File: src/rtl/serial_adder_pkg.sv
// serial_adder_pkg: shared FSM state type and counter sizing for the bit-serial adder
package serial_adder_pkg;

    typedef enum logic [1:0] {
        IDLE,
        SHIFT,
        DONE
    } state_t;

    // Bits needed to count 0..w, so a 1-bit adder still gets a 1-bit counter
    function automatic int cnt_width(input int w);
        return $clog2(w + 1);
    endfunction

endpackage

File: src/rtl/serial_adder_if.sv
// serial_adder_if: operand/result valid-ready handshake bundle for the serial adder
interface serial_adder_if #(
    parameter int WIDTH = 8
);
    logic             in_valid;
    logic             in_ready;
    logic [WIDTH-1:0] a;
    logic [WIDTH-1:0] b;
    logic             cin;
    logic             out_valid;
    logic             out_ready;
    logic [WIDTH-1:0] sum;
    logic             cout;
    logic             busy;

    modport master (
        output in_valid, a, b, cin, out_ready,
        input  in_ready, out_valid, sum, cout, busy
    );

    modport slave (
        input  in_valid, a, b, cin, out_ready,
        output in_ready, out_valid, sum, cout, busy
    );
endinterface

File: src/rtl/serial_adder_full_adder_cell.sv
// full_adder_cell: single-bit combinational full adder reused every cycle by the serial adder
module full_adder_cell (
    input  logic i_a,
    input  logic i_b,
    input  logic i_cin,
    output logic o_s,
    output logic o_cout
);
    assign o_s    = i_a ^ i_b ^ i_cin;
    assign o_cout = (i_a & i_b) | (i_cin & (i_a ^ i_b));
endmodule

File: src/rtl/serial_adder.sv
// serial_adder: LSB-first bit-serial adder with one full-adder cell and valid/ready handshakes
module serial_adder #(
    parameter int WIDTH = 8
) (
    input logic          clk,
    input logic          rst,
    serial_adder_if.slave bus
);
    import serial_adder_pkg::*;

    localparam int CW = cnt_width(WIDTH);

    state_t           r_state;
    logic [WIDTH-1:0] r_a;
    logic [WIDTH-1:0] r_b;
    logic [WIDTH-1:0] r_sum;
    logic [CW-1:0]    r_cnt;
    logic             r_carry;
    logic             r_cout;
    logic             r_in_ready;
    logic             r_out_valid;
    logic             r_busy;
    logic             w_s;
    logic             w_c;

    full_adder_cell u_fa (
        .i_a   (r_a[0]),
        .i_b   (r_b[0]),
        .i_cin (r_carry),
        .o_s   (w_s),
        .o_cout(w_c)
    );

    // Control FSM plus datapath shift; handshake outputs are registered alongside the state
    always_ff @(posedge clk) begin
        if (rst) begin
            r_state     <= IDLE;
            r_a         <= '0;
            r_b         <= '0;
            r_sum       <= '0;
            r_cnt       <= '0;
            r_carry     <= 1'b0;
            r_cout      <= 1'b0;
            r_in_ready  <= 1'b1;
            r_out_valid <= 1'b0;
            r_busy      <= 1'b0;
        end else begin
            case (r_state)
                IDLE: begin
                    if (bus.in_valid) begin
                        r_a        <= bus.a;
                        r_b        <= bus.b;
                        r_carry    <= bus.cin;
                        r_cnt      <= '0;
                        r_state    <= SHIFT;
                        r_in_ready <= 1'b0;
                        r_busy     <= 1'b1;
                    end
                end
                SHIFT: begin
                    r_sum   <= WIDTH'({w_s, r_sum} >> 1);
                    r_a     <= r_a >> 1;
                    r_b     <= r_b >> 1;
                    r_carry <= w_c;
                    r_cnt   <= r_cnt + CW'(1);
                    if (r_cnt == CW'(WIDTH - 1)) begin
                        r_cout      <= w_c;
                        r_state     <= DONE;
                        r_out_valid <= 1'b1;
                    end
                end
                DONE: begin
                    if (bus.out_ready) begin
                        r_state     <= IDLE;
                        r_out_valid <= 1'b0;
                        r_busy      <= 1'b0;
                        r_in_ready  <= 1'b1;
                    end
                end
                default: begin
                    r_state     <= IDLE;
                    r_in_ready  <= 1'b1;
                    r_out_valid <= 1'b0;
                    r_busy      <= 1'b0;
                end
            endcase
        end
    end

    assign bus.in_ready  = r_in_ready;
    assign bus.out_valid = r_out_valid;
    assign bus.busy      = r_busy;
    assign bus.sum       = r_sum;
    assign bus.cout      = r_cout;
endmodule

File: src/flat_wrapper.sv
// flat-port wrapper written by rule: the top's interface ports become plain ports
module serial_adder_flat import serial_adder_pkg::*;
#(
    parameter int WIDTH = 8
)
  (clk, rst, bus_in_valid, bus_a, bus_b, bus_cin, bus_out_ready, bus_in_ready, bus_out_valid, bus_sum, bus_cout, bus_busy);
  serial_adder_if #(.WIDTH(WIDTH)) bus_i ();
  input logic clk;
  input logic rst;
  input wire logic [$bits(bus_i.in_valid)-1:0] bus_in_valid;
  input wire logic [$bits(bus_i.a)-1:0] bus_a;
  input wire logic [$bits(bus_i.b)-1:0] bus_b;
  input wire logic [$bits(bus_i.cin)-1:0] bus_cin;
  input wire logic [$bits(bus_i.out_ready)-1:0] bus_out_ready;
  output wire logic [$bits(bus_i.in_ready)-1:0] bus_in_ready;
  output wire logic [$bits(bus_i.out_valid)-1:0] bus_out_valid;
  output wire logic [$bits(bus_i.sum)-1:0] bus_sum;
  output wire logic [$bits(bus_i.cout)-1:0] bus_cout;
  output wire logic [$bits(bus_i.busy)-1:0] bus_busy;
  assign bus_i.in_valid = bus_in_valid;
  assign bus_i.a = bus_a;
  assign bus_i.b = bus_b;
  assign bus_i.cin = bus_cin;
  assign bus_i.out_ready = bus_out_ready;
  assign bus_in_ready = bus_i.in_ready;
  assign bus_out_valid = bus_i.out_valid;
  assign bus_sum = bus_i.sum;
  assign bus_cout = bus_i.cout;
  assign bus_busy = bus_i.busy;
  serial_adder #(.WIDTH(WIDTH)) u_core (.clk(clk), .rst(rst), .bus(bus_i));
endmodule
File: config.mk
export PLATFORM = sky130hd
export DESIGN_NAME = serial_adder_flat
export DESIGN_NICKNAME = d
export VERILOG_FILES = /design/src/rtl/serial_adder_pkg.sv /design/src/rtl/serial_adder_if.sv /design/src/rtl/serial_adder_full_adder_cell.sv /design/src/rtl/serial_adder.sv /design/src/flat_wrapper.sv
export SDC_FILE = /design/constraint.sdc
export NUM_CORES = 1
export LEC_CHECK = 0
export BUFFER_PORTS_ARGS = -buffer_cell sky130_fd_sc_hd__buf_2
export CORE_MARGIN = 5
export CORE_UTILIZATION = 45
export CTS_CLUSTER_DIAMETER = 30
export DETAILED_ROUTE_END_ITERATION = 7
export PLACE_DENSITY_LB_ADDON = 0.3
export SKIP_CTS_REPAIR_TIMING = 1
export SYNTH_ARGS = -nofsm -noshare
export SYNTH_HDL_FRONTEND = slang
export SYNTH_SLANG_ARGS = --single-unit
File: constraint.sdc
create_clock -name clk -period 1.2 [get_ports clk]
set_input_delay 0.18 -clock clk [delete_from_list [all_inputs] [get_ports clk]]
set_output_delay 0.18 -clock clk [all_outputs]
set_load 0.02 [all_outputs]
==> impl_results.rst, run 1 <==
.. list-table::
   :header-rows: 1

   * - Metric
     - Value
   * - Final routed wirelength across all metal layers
     - 3.90 mm
   * - Initial Utilization
     - 0.470
   * - Kind of end point of the critical path
     - flop
   * - Flip-flop and latch count after synthesis
     - 35
   * - Placer's final routability congestion estimate
     - 0.756
   * - Number of top-level pins
     - 33
   * - Cells after DPL
     - 293
   * - Crit Path Class
     - reg -> reg
   * - Final setup violation count
     - 0
   * - Placement row count
     - 22
   * - Final worst path period need
     - 1.15 ns
   * - Required time worst endpoint
     - 1.43 ns
   * - Count of routing violations after the opening detailed-route iteration
     - 82
   * - Launching point of the worst reg2reg path
     - u_core.r_cnt[1]
   * - Yosys warning total
     - 0
   * - Commonest cells after routing, fill and taps aside
     - sky130_fd_sc_hd__a21oi_1 (38), sky130_fd_sc_hd__buf_2 (32), sky130_fd_sc_hd__dfxtp_1 (31)
   * - Summed negative setup slack over all endpoints
     - 0 ns
   * - Sum of net half-perimeters after detailed placement
     - 2.82 mm
   * - Clock sinks
     - 35
   * - Clock tree from TritonCTS
     - built
   * - Logic depth of the worst register-to-register path
     - 4
   * - Total Routing Usage GR
     - 0.162
   * - Crit-path max cell delay
     - 0.35 ns
   * - Vias
     - 1562
   * - Worst-Margin Slew
     - 0.200 ns
   * - Worst Skew
     - 0.00595 ns
   * - Data arrival time of the critical path
     - 1.38 ns
   * - IR Drop Worst-Case VDD
     - 0.593 mV
   * - Hold WS
     - 0.174 ns
   * - Final Util
     - 0.572
   * - P&R area growth vs syn
     - 21.6%
   * - Multi-input combinational cell area
     - 917 um2
   * - Tightest Hold Check Type
     - in -> reg
   * - Sort of element at the start of the critical path
     - flop
   * - Final Cycle Share
     - 0.957
   * - Most frequent standard cell in the layout excluding fill and tap cells
     - sky130_fd_sc_hd__a21oi_1
   * - Antenna-violating nets left
     - 0
   * - Final-stage net count
     - 275
   * - Overflow left after global routing
     - 0
   * - Internal reg-to-reg setup slack
     - 0.05 ns
   * - Clock-pin slew on the worst setup and hold paths
     - 0.07 ns
   * - DRC Markers
     - 0
   * - Post-detailed-route wirelength per cell
     - 12.9 um
   * - Cell chain of the critical path
     - ha_4, and3b_2, a21bo_2, a21oi_2
   * - Run status
     - completed
   * - Fraction of final layout cells with drive strength greater than 1
     - 0.320
   * - Die height
     - 72.3 um
   * - Non-filler cells, final
     - 301
   * - Worst skew pair latency
     - 0.29 ns
   * - Number of global-route vias before repair
     - 1548
   * - Pre-CTS setup slack
     - -0.0204 ns
   * - Maximum fanout count along the critical path
     - 4
   * - Placeable core region
     - 3720 um2
   * - Wire length of the first global-routing pass
     - 6.69 mm
   * - Post-route worst setup slack
     - 0.0513 ns
   * - Maximum count of clock buffers along a single path
     - 2
   * - Max capacitance violation total
     - 0
   * - Count of endpoints failing hold in the final timing report
     - 0
   * - Count of H-tree levels built during CTS
     - 2
   * - Flip-flop and latch area
     - 706 um2
   * - Width of the die
     - 72.3 um
   * - Number of standard cells after synthesis
     - 212
   * - Vias per cell
     - 5.19
   * - Rel. slew slack
     - 0.867
   * - Crit path launch
     - u_core.r_cnt[1]
   * - Total Die Area
     - 5230 um2
   * - Number of distinct library cells after synthesis
     - 38
   * - Fmax
     - 0.871 GHz
   * - Port-buffer cells
     - 32
   * - Synthesized area per cell
     - 8.24 um2
   * - Crit-path slowest cell
     - sky130_fd_sc_hd__dfxtp_1
   * - Root buffer cell
     - sky130_fd_sc_hd__clkbuf_8
   * - Initial antenna violation count
     - 0
   * - TritonCTS buffer count
     - 5
   * - Endpoint of the worst-slack reg-to-reg timing path
     - u_core.bus.cout
   * - Pin count of the biggest net entering global routing
     - 20
   * - Total nets after synthesis
     - 235
   * - DR pass1 iterations
     - 4
   * - Total power per unit cell area
     - 1180 nW/um2
   * - Post-synthesis sequential area ratio
     - 0.401
   * - Unrepaired setup endpoints after global routing
     - no
   * - Number of fill cells
     - 371
   * - Crit path capture
     - u_core.bus.cout
   * - Max-slew violation total from the final report
     - 0
   * - Post-synthesis instance area
     - 1750 um2
   * - Pleak
     - 0.893 nW
   * - Diode count
     - 0
==> layer usage <==
layer | GRT usage | vias to the layer above | routed length (um)
met5 | 0 | - | 0
met4 | 0.0668 | 0 | 64
met3 | 0.0526 | 5 | 204
met2 | 0.264 | 27 | 1900
met1 | 0.197 | 731 | 1730
li1 | - | 799 | -
==> sequential cells by signal, summed over array words and instances, names as in the netlist <==
register,count
u_core.bus.busy,1
u_core.bus.sum,8
u_core.bus.in_ready,1
u_core.r_carry,1
u_core.r_a,8
u_core.r_b,8
u_core.r_cnt,4
u_core.bus.out_valid,1
u_core.bus.cout,1
u_core.r_state,2
==> cells by family (layout without fill, tap and decap cells) <==
group	after synthesis	in the layout	share of synthesized area
AO/OA/AOI/OAI	67	67	0.265
adder cells (fa/ha/maj)	2	2	0.0186
AND/OR/NAND/NOR	78	78	0.217
buffers and inverters	29	70	0.0924
multiplexers	1	1	0.00573
flip-flops	35	35	0.401
==> how the worst min path moves through the flow <==
stage,from,endpoint,slack (ns),cells past startpoint
after global placement,u_core.bus.sum[0],u_core.bus.sum[0],0.44,2
after CTS,bus_b[7],u_core.r_b[7],0.17,3
after floorplan,bus_out_ready,u_core.r_state[1],0.35,3
after global routing,bus_a[7],u_core.r_a[7],0.20,3
after detailed placement,u_core.bus.out_valid,u_core.bus.out_valid,0.45,2
final,bus_a[7],u_core.r_a[7],0.17,3
==> report_power, final <==
group | switching [mW] | internal [mW] | total (mW)
registers | 0.0579 | 1.23 | 1.29
logic | 0.199 | 0.191 | 0.390
clock network | 0.419 | 0.405 | 0.824
==> area by class of cell <==
| type | instances | area share |
|---|---|---|
| clock inverters | 2 | 0.00589 |
| inverters | 12 | 0.0212 |
| repair buffers | 50 | 0.147 |
| multi-input cells | 148 | 0.432 |
| well taps | 48 | 0.0283 |
| clock buffers | 6 | 0.0342 |
| flip-flops and latches | 35 | 0.332 |
==> cells in the mapped netlist <==
cell type	instances	area share
sky130_fd_sc_hd__o22a_1	1	0.0050
sky130_fd_sc_hd__buf_4	4	0.017
sky130_fd_sc_hd__or3b_1	3	0.015
sky130_fd_sc_hd__or2_2	1	0.0036
sky130_fd_sc_hd__nor2_1	29	0.062
sky130_fd_sc_hd__nor3b_1	1	0.0043
sky130_fd_sc_hd__mux2i_1	1	0.0057
sky130_fd_sc_hd__nor2b_1	4	0.014
sky130_fd_sc_hd__clkbuf_1	2	0.0043
sky130_fd_sc_hd__nand2_1	23	0.049
sky130_fd_sc_hd__fa_1	1	0.011
sky130_fd_sc_hd__o21bai_4	1	0.011
sky130_fd_sc_hd__or3_1	1	0.0036
sky130_fd_sc_hd__a21o_1	1	0.0043
sky130_fd_sc_hd__o21ai_1	2	0.0057
sky130_fd_sc_hd__nand2b_1	7	0.025
sky130_fd_sc_hd__o221a_1	8	0.052
sky130_fd_sc_hd__a21oi_1	39	0.11
sky130_fd_sc_hd__buf_2	6	0.017
sky130_fd_sc_hd__o22ai_1	2	0.0072
sky130_fd_sc_hd__a31oi_1	1	0.0036
sky130_fd_sc_hd__o21ba_2	1	0.0057
sky130_fd_sc_hd__a21oi_2	3	0.015
sky130_fd_sc_hd__inv_1	12	0.026
sky130_fd_sc_hd__o221a_2	4	0.026
sky130_fd_sc_hd__buf_6	4	0.026
sky130_fd_sc_hd__dfxtp_1	35	0.40
sky130_fd_sc_hd__a21bo_2	1	0.0057
sky130_fd_sc_hd__buf_1	1	0.0021
sky130_fd_sc_hd__nand3_1	3	0.0086
sky130_fd_sc_hd__a22oi_1	1	0.0043
sky130_fd_sc_hd__ha_1	1	0.0072
sky130_fd_sc_hd__a211oi_1	1	0.0043
sky130_fd_sc_hd__or2_1	1	0.0036
sky130_fd_sc_hd__o21bai_1	1	0.0043
sky130_fd_sc_hd__nor2b_2	1	0.0050
sky130_fd_sc_hd__nor3_2	3	0.017
sky130_fd_sc_hd__and3b_1	1	0.0050
==> worst max-delay path: cells and delay by family (launching register included) <==
| family | cells | cell delay (ns) |
|---|---|---|
| adders and majority gates | 1 | 0.17 |
| and+or+nand+nor | 1 | 0.24 |
| AOI/OAI and AO/OA | 2 | 0.32 |
| DFF | 1 | 0.35 |
==> metrics by stage <==
| step | power, mW | instance area, um2 |
|---|---|---|
| after floorplan | 1.57 | 1750 |
| after global placement | 1.68 | 2000 |
| after detailed placement | 1.70 | 2000 |
| after CTS | 2.53 | 2080 |
| after global routing | 2.64 | 2120 |
| final | 2.50 | 2120 |
Power figures use the tool's default switching activity.
==> inputs of run 2 (changes only) <==
--- a/config.mk
+++ b/config.mk
@@ -5,9 +5,11 @@
 export SDC_FILE = /design/constraint.sdc
 export NUM_CORES = 1
 export LEC_CHECK = 0
+export ABC_CLOCK_PERIOD_IN_PS = 1100
 export BUFFER_PORTS_ARGS = -buffer_cell sky130_fd_sc_hd__buf_2
 export CORE_MARGIN = 5
 export CORE_UTILIZATION = 45
+export CTS_BUF_LIST = sky130_fd_sc_hd__clkbuf_16
 export CTS_CLUSTER_DIAMETER = 30
 export DETAILED_ROUTE_END_ITERATION = 7
 export PLACE_DENSITY_LB_ADDON = 0.3
==> constraint.sdc (replaced) <==
create_clock -name clk -period 1.1 [get_ports clk]
set_input_delay 0.165 -clock clk [delete_from_list [all_inputs] [get_ports clk]]
set_output_delay 0.165 -clock clk [all_outputs]
set_load 0.02 [all_outputs]
==> impl_results.rst, run 2 (synthesis gave the netlist of run 1 again) <==
.. list-table::
   :header-rows: 1

   * - Metric
     - Value
   * - Run status
     - complete, but fails checks (was completed)
   * - Violated checks
     - setup timing
   * - Count of endpoints failing hold in the final timing report
     - 0 (unchanged)
   * - Number of global-route vias before repair
     - 1453 (was 1548)
   * - Sort of element at the start of the critical path
     - flop (unchanged)
   * - Pin count of the biggest net entering global routing
     - 37 (was 20)
   * - Max-slew violation total from the final report
     - 0 (unchanged)
   * - Pleak
     - 1.01 nW (was 0.893 nW)
   * - Tightest Hold Check Type
     - in -> reg (unchanged)
   * - Clock tree from TritonCTS
     - built (unchanged)
   * - Clock sinks
     - 35 (unchanged)
   * - Antenna-violating nets left
     - 0 (unchanged)
   * - Maximum count of clock buffers along a single path
     - 2 (unchanged)
   * - Worst-Margin Slew
     - 0.182 ns (was 0.200 ns)
   * - DR pass1 iterations
     - 4 (unchanged)
   * - P&R area growth vs syn
     - 34.7% (was 21.6%)
   * - Sum of net half-perimeters after detailed placement
     - 2.64 mm (was 2.82 mm)
   * - Worst Skew
     - 0.00448 ns (was 0.00595 ns)
   * - Placeable core region
     - 3720 um2 (unchanged)
   * - Commonest cells after routing, fill and taps aside
     - sky130_fd_sc_hd__a21oi_1 (37), sky130_fd_sc_hd__buf_2 (32), sky130_fd_sc_hd__nor2_1 (29) (was sky130_fd_sc_hd__a21oi_1 (38), sky130_fd_sc_hd__buf_2 (32), sky130_fd_sc_hd__dfxtp_1 (31))
   * - Initial Utilization
     - 0.470 (unchanged)
   * - Crit path capture
     - u_core.bus.cout (unchanged)
   * - Overflow left after global routing
     - 0 (unchanged)
   * - Final routed wirelength across all metal layers
     - 3.95 mm (was 3.90 mm)
   * - DRC Markers
     - 0 (unchanged)
   * - Internal reg-to-reg setup slack
     - -0.003 ns (was 0.05 ns)
   * - Worst skew pair latency
     - 0.28 ns (was 0.29 ns)
   * - Number of instances on the worst hold path
     - 3 (unchanged)
   * - Final-stage net count
     - 283 (was 275)
   * - Vias per cell
     - 5.25 (was 5.19)
   * - Crit Path Class
     - reg -> reg (unchanged)
   * - Fraction of final layout cells with drive strength greater than 1
     - 0.368 (was 0.320)
   * - Total power per unit cell area
     - 1560 nW/um2 (was 1180 nW/um2)
   * - Number of top-level pins
     - 33 (unchanged)
   * - Unrepaired setup endpoints after global routing
     - yes (was no)
   * - Data arrival time of the critical path
     - 1.31 ns (was 1.38 ns)
   * - Required time worst endpoint
     - 1.31 ns (was 1.43 ns)
   * - Kind of end point of the critical path
     - flop (unchanged)
   * - Total Routing Usage GR
     - 0.156 (was 0.162)
   * - Count of routing violations after the opening detailed-route iteration
     - 170 (was 82)
   * - Maximum fanout count along the critical path
     - 4 (unchanged)
   * - Rel. slew slack
     - 0.878 (was 0.867)
   * - Count of H-tree levels built during CTS
     - 2 (unchanged)
   * - Die height
     - 72.3 um (unchanged)
   * - TritonCTS buffer count
     - 5 (unchanged)
   * - Summed negative setup slack over all endpoints
     - -0.00274 ns (was 0 ns)
   * - Placement row count
     - 22 (unchanged)
   * - Most frequent standard cell in the layout excluding fill and tap cells
     - sky130_fd_sc_hd__a21oi_1 (unchanged)
   * - Crit path launch
     - u_core.r_cnt[1] (unchanged)
   * - Fmax
     - 0.907 GHz (was 0.871 GHz)
   * - Met2 routing resource usage after global routing
     - 0.238 (was 0.264)
   * - Logic depth of the worst register-to-register path
     - 5 (was 4)
   * - Root buffer cell
     - sky130_fd_sc_hd__clkbuf_16 (was sky130_fd_sc_hd__clkbuf_8)
   * - Port-buffer cells
     - 32 (unchanged)
   * - Number of fill cells
     - 339 (was 371)
   * - Total Die Area
     - 5230 um2 (unchanged)
   * - Endpoint of the worst-slack reg-to-reg timing path
     - u_core.bus.cout (unchanged)
   * - Wire length of the first global-routing pass
     - 6.47 mm (was 6.69 mm)
   * - IR Drop Worst-Case VDD
     - 1.20 mV (was 0.593 mV)
   * - Diode count
     - 0 (unchanged)
   * - Post-route worst setup slack
     - -0.00274 ns (was 0.0513 ns)
   * - Width of the die
     - 72.3 um (unchanged)
   * - Final setup violation count
     - 1 (was 0)
   * - Max capacitance violation total
     - 0 (unchanged)
   * - Placer's final routability congestion estimate
     - 0.814 (was 0.756)
   * - Launching point of the worst reg2reg path
     - u_core.r_cnt[1] (unchanged)
   * - Most used routing layer in global routing
     - met2 (unchanged)
   * - Met3 demand-to-capacity share in global routing
     - 0.0512 (was 0.0526)
   * - Post-detailed-route wirelength per cell
     - 12.8 um (was 12.9 um)
   * - Final worst path period need
     - 1.10 ns (was 1.15 ns)
   * - Post-layout power
     - 3.67 mW (was 2.50 mW)
   * - Clock-pin slew on the worst setup and hold paths
     - 0.05 ns (was 0.07 ns)
   * - Initial antenna violation count
     - 0 (unchanged)
   * - Final Cycle Share
     - 1.00 (was 0.957)
   * - Met1 Usage GRT
     - 0.208 (was 0.197)
   * - Worst hold path startpoint
     - bus_b[7] (was bus_a[7])
   * - Vias
     - 1623 (was 1562)
==> run 2: changes by cell type in the layout (fill, tap and decap cells not counted), sizes merged <==
| cell | change |
|---|---|
| buf | +8 |
| bufinv | +2 |
| clkbuf | -1 |
| clkinv | -1 |
| clkinvlp | -1 |
| inv | +1 |
==> run 2: cell type report <==
type / count / area, um2 / share of cell area
well taps: 48 / 60.1 / 0.0255
multi-input cells: 148 / 942 / 0.401
flip-flops and latches: 35 / 712 / 0.303
repair buffers: 58 / 404 / 0.172
clock buffers: 5 / 125 / 0.0532
clock inverters: 3 / 63.8 / 0.0271
inverters: 12 / 45.0 / 0.0191
==> run 2: where the power goes <==
part / internal (mW) / leakage, nW / total [mW] / switching, mW
Clock: 1.29 / 0.0952 / 1.79 / 0.497
Sequential: 1.35 / 0.290 / 1.41 / 0.0620
Combinational: 0.244 / 0.624 / 0.478 / 0.233
Total: 2.88 / 1.01 / 3.67 / 0.793
==> run 2: worst min path at each step <==
stage,end,slack (ns)
after detailed placement,u_core.r_b[7],0.45
after floorplan,u_core.r_state[1],0.34
after global routing,u_core.r_b[7],0.20
final,u_core.r_b[7],0.16
after CTS,u_core.r_b[7],0.16
after global placement,u_core.r_b[7],0.44
==> run 2: worst max-delay path, stage by stage (launching register included) <==
cell and delay [ns]:
sky130_fd_sc_hd__dfxtp_2 0.35, sky130_fd_sc_hd__ha_4 0.14, sky130_fd_sc_hd__and3b_2 0.24, sky130_fd_sc_hd__buf_6 0.11, sky130_fd_sc_hd__nand3_2 0.07, sky130_fd_sc_hd__a21oi_2 0.12
==> run 2: stage by stage <==
| stage | utilization | worst slack (ns) | hold WS [ns] | instances | instance area [um2] |
|---|---|---|---|---|---|
| 2_1_floorplan | - | -0.0188 | 0.337 | 212 | 1750 |
| 3_3_place_gp | 0.560 | -0.0310 | 0.443 | 300 | 2080 |
| 3_5_place_dp | 0.560 | -0.0798 | 0.448 | 300 | 2080 |
| 4_1_cts | 0.611 | -0.113 | 0.163 | 308 | 2270 |
| 5_1_grt | 0.633 | -0.0390 | 0.201 | 309 | 2350 |
| 6_report | 0.633 | -0.00274 | 0.164 | 309 | 2350 |
==> run 2: layer usage <==
| metal | vias up | part of all wire |
|---|---|---|
| met3 | 6 | 0.051 |
| met4 | 0 | 0.012 |
| met5 | - | 0 |
| met2 | 28 | 0.48 |
| met1 | 764 | 0.46 |
| li1 | 825 | - |
==> inputs of run 3 (changes only) <==
--- a/config.mk
+++ b/config.mk
@@ -8,7 +8,7 @@
 export ABC_CLOCK_PERIOD_IN_PS = 1100
 export BUFFER_PORTS_ARGS = -buffer_cell sky130_fd_sc_hd__buf_2
 export CORE_MARGIN = 5
-export CORE_UTILIZATION = 45
+export CORE_UTILIZATION = 54
 export CTS_BUF_LIST = sky130_fd_sc_hd__clkbuf_16
 export CTS_CLUSTER_DIAMETER = 30
 export DETAILED_ROUTE_END_ITERATION = 7
==> impl_results.rst, run 3 (synthesis gave the netlist of run 1 again) <==
.. list-table::
   :header-rows: 1

   * - Metric
     - Value
   * - Maximum fanout count along the critical path
     - 7 (was 4)
   * - Maximum count of clock buffers along a single path
     - 2 (unchanged)
   * - Pin count of the biggest net entering global routing
     - 19 (was 37)
   * - Unrepaired setup endpoints after global routing
     - yes (unchanged)
   * - Crit-path max cell delay
     - 0.36 ns (was 0.35 ns)
   * - Rel. slew slack
     - 0.772 (was 0.878)
   * - Sort of element at the start of the critical path
     - flop (unchanged)
   * - Kind of end point of the critical path
     - flop (unchanged)
   * - Worst Skew
     - 0.00289 ns (was 0.00448 ns)
   * - Wire length of the first global-routing pass
     - 6.37 mm (was 6.47 mm)
   * - Max-slew violation total from the final report
     - 0 (unchanged)
   * - Vias
     - 1611 (was 1623)
   * - Top sig layer
     - met4 (unchanged)
   * - Length of routed met2 wiring
     - 2.12 mm (was 1.89 mm)
   * - Tightest Hold Check Type
     - in -> reg (unchanged)
   * - DR pass1 iterations
     - 4 (unchanged)
   * - Fmax
     - 0.842 GHz (was 0.907 GHz)
   * - Fraction of final layout cells with drive strength greater than 1
     - 0.399 (was 0.368)
   * - Clock sinks
     - 35 (unchanged)
   * - Hold WS
     - 0.176 ns (was 0.164 ns)
   * - Final routed wirelength across all metal layers
     - 4.22 mm (was 3.95 mm)
   * - Pleak
     - 0.994 nW (was 1.01 nW)
   * - Cell chain of the critical path
     - buf_12, nand2b_4, o22a_1, o221a_2 (was ha_4, and3b_2, buf_6, nand3_2, a21oi_2)
   * - Count of endpoints failing hold in the final timing report
     - 0 (unchanged)
   * - Multi-input combinational cell area
     - 975 um2 (was 942 um2)
   * - Crit-path slowest cell
     - sky130_fd_sc_hd__dfxtp_4 (was sky130_fd_sc_hd__dfxtp_2)
   * - Number of global-route vias before repair
     - 1446 (was 1453)
   * - Cell class contributing the biggest share of worst-path delay
     - compound AO/OA/AOI/OAI gates (was flip-flops)
   * - Number of buffers and inverters on the critical path
     - 1 (unchanged)
   * - Worst skew pair latency
     - 0.28 ns (about the same)
   * - Diode count
     - 0 (unchanged)
   * - Required time worst endpoint
     - 1.27 ns (was 1.31 ns)
   * - Final worst path period need
     - 1.19 ns (was 1.10 ns)
   * - Total Die Area
     - 4470 um2 (was 5230 um2)
   * - Initial Utilization
     - 0.567 (was 0.470)
   * - Sum of net half-perimeters after detailed placement
     - 2.69 mm (was 2.64 mm)
   * - Placeable core region
     - 3080 um2 (was 3720 um2)
   * - Final setup violation count
     - 6 (was 1)
   * - Flip-flop and latch area
     - 712 um2 (unchanged)
   * - Max capacitance violation total
     - 0 (unchanged)
   * - Final-stage net count
     - 285 (was 283)
   * - Antenna-violating nets left
     - 0 (unchanged)
   * - Post-detailed-route wirelength per cell
     - 13.8 um (was 12.8 um)
   * - Worst-Margin Slew
     - 0.341 ns (was 0.182 ns)
   * - Count of H-tree levels built during CTS
     - 2 (unchanged)
   * - Total power per unit cell area
     - 1460 nW/um2 (was 1560 nW/um2)
   * - Number of top-level pins
     - 33 (unchanged)
   * - Root buffer cell
     - sky130_fd_sc_hd__clkbuf_16 (unchanged)
   * - TritonCTS buffer count
     - 5 (unchanged)
   * - P&R area growth vs syn
     - 35.2% (was 34.7%)
   * - Initial antenna violation count
     - 0 (unchanged)
   * - Number of instances on the worst hold path
     - 3 (unchanged)
   * - Logic depth of the worst register-to-register path
     - 4 (was 5)
   * - Total Routing Usage GR
     - 0.188 (was 0.156)
   * - Clock tree from TritonCTS
     - built (unchanged)
   * - Post-route worst setup slack
     - -0.0877 ns (was -0.00274 ns)
   * - Vias per cell
     - 5.25 (about the same)
   * - Clock-pin slew on the worst setup and hold paths
     - 0.05 ns (about the same)
   * - Met3 WL post-DR
     - 191 um (was 202 um)
   * - Count of routing violations after the opening detailed-route iteration
     - 105 (was 170)
   * - Run status
     - complete, but fails checks (unchanged)
   * - Non-Filler Cell Area, Final
     - 2360 um2 (was 2350 um2)
   * - Critical Path Stages
     - 4 (was 5)
   * - Placer's final routability congestion estimate
     - 0.770 (was 0.814)
   * - Final Util
     - 0.767 (was 0.633)
   * - Final Cycle Share
     - 1.08 (was 1.00)
   * - Instance area at placement
     - 2060 um2 (was 2080 um2)
   * - Width of the die
     - 66.9 um (was 72.3 um)
   * - Pre-CTS setup slack
     - -0.0994 ns (was -0.0798 ns)
   * - Overflow left after global routing
     - 0 (unchanged)
   * - Met1 layer wirelength in the final routing
     - 1.87 mm (was 1.81 mm)
   * - Crit Path Class
     - reg -> reg (unchanged)
   * - Most frequent standard cell in the layout excluding fill and tap cells
     - sky130_fd_sc_hd__buf_2 (was sky130_fd_sc_hd__a21oi_1)
   * - Port-buffer cells
     - 32 (unchanged)
   * - Number of fill cells
     - 225 (was 339)
   * - Data arrival time of the critical path
     - 1.35 ns (was 1.31 ns)
   * - Commonest cells after routing, fill and taps aside
     - sky130_fd_sc_hd__buf_2 (32), sky130_fd_sc_hd__a21oi_1 (30), sky130_fd_sc_hd__dfxtp_1 (30) (was sky130_fd_sc_hd__a21oi_1 (37), sky130_fd_sc_hd__buf_2 (32), sky130_fd_sc_hd__nor2_1 (29))
   * - Violated checks
     - setup timing (unchanged)
   * - Die height
     - 66.9 um (was 72.3 um)
   * - DRC Markers
     - 0 (unchanged)
   * - IR Drop Worst-Case VDD
     - 1.48 mV (was 1.20 mV)
   * - Placement row count
     - 20 (was 22)
   * - Summed negative setup slack over all endpoints
     - -0.180 ns (was -0.00274 ns)
-- run 3: layer usage --
layer / global-route usage / up-vias
li1: - / 827
met1: 0.221 / 746
met2: 0.311 / 34
met3: 0.0658 / 4
met4: 0.0785 / 0
met5: 0 / -
-- run 3: metrics by stage --
stage / total power, mW / std cells
after floorplan: 1.72 / 212
after global placement: 1.85 / 294
after detailed placement: 1.87 / 294
after CTS: 3.43 / 302
after global routing: 3.58 / 307
final: 3.44 / 307
-- run 3: worst register-to-register path: cells and delay by family (launching register included) --
| family | cells | cell delay (ns) |
|---|---|---|
| compound gates | 2 | 0.44 |
| buf+inv | 1 | 0.14 |
| flops | 1 | 0.36 |
| simple gates | 1 | 0.14 |
-- run 3: path summary, 6_finish.rpt --
path         slack, ns                 to         startpoint
max              -0.09     u_core.r_carry  u_core.r_state[1]
min               0.18      u_core.r_b[7]           bus_b[7]
max reg2reg      -0.09     u_core.r_carry  u_core.r_state[1]
min reg2reg       0.46  u_core.bus.sum[0]  u_core.bus.sum[0]
-- run 3: final cells by class --
class / count / share of cell area
clock buffer: 5 / 0.0530
inverter: 12 / 0.0191
multi-input combinational: 148 / 0.413
timing repair buffer: 60 / 0.174
sequential: 35 / 0.302
clock inverter: 3 / 0.0164
tap: 44 / 0.0233
-- run 3: report_power, final --
group          total [mW]  internal [mW]  switching (mW)
clock network        1.55           1.05           0.498
logic               0.484          0.239           0.245
registers            1.41           1.34          0.0633
total                3.44           2.64           0.807
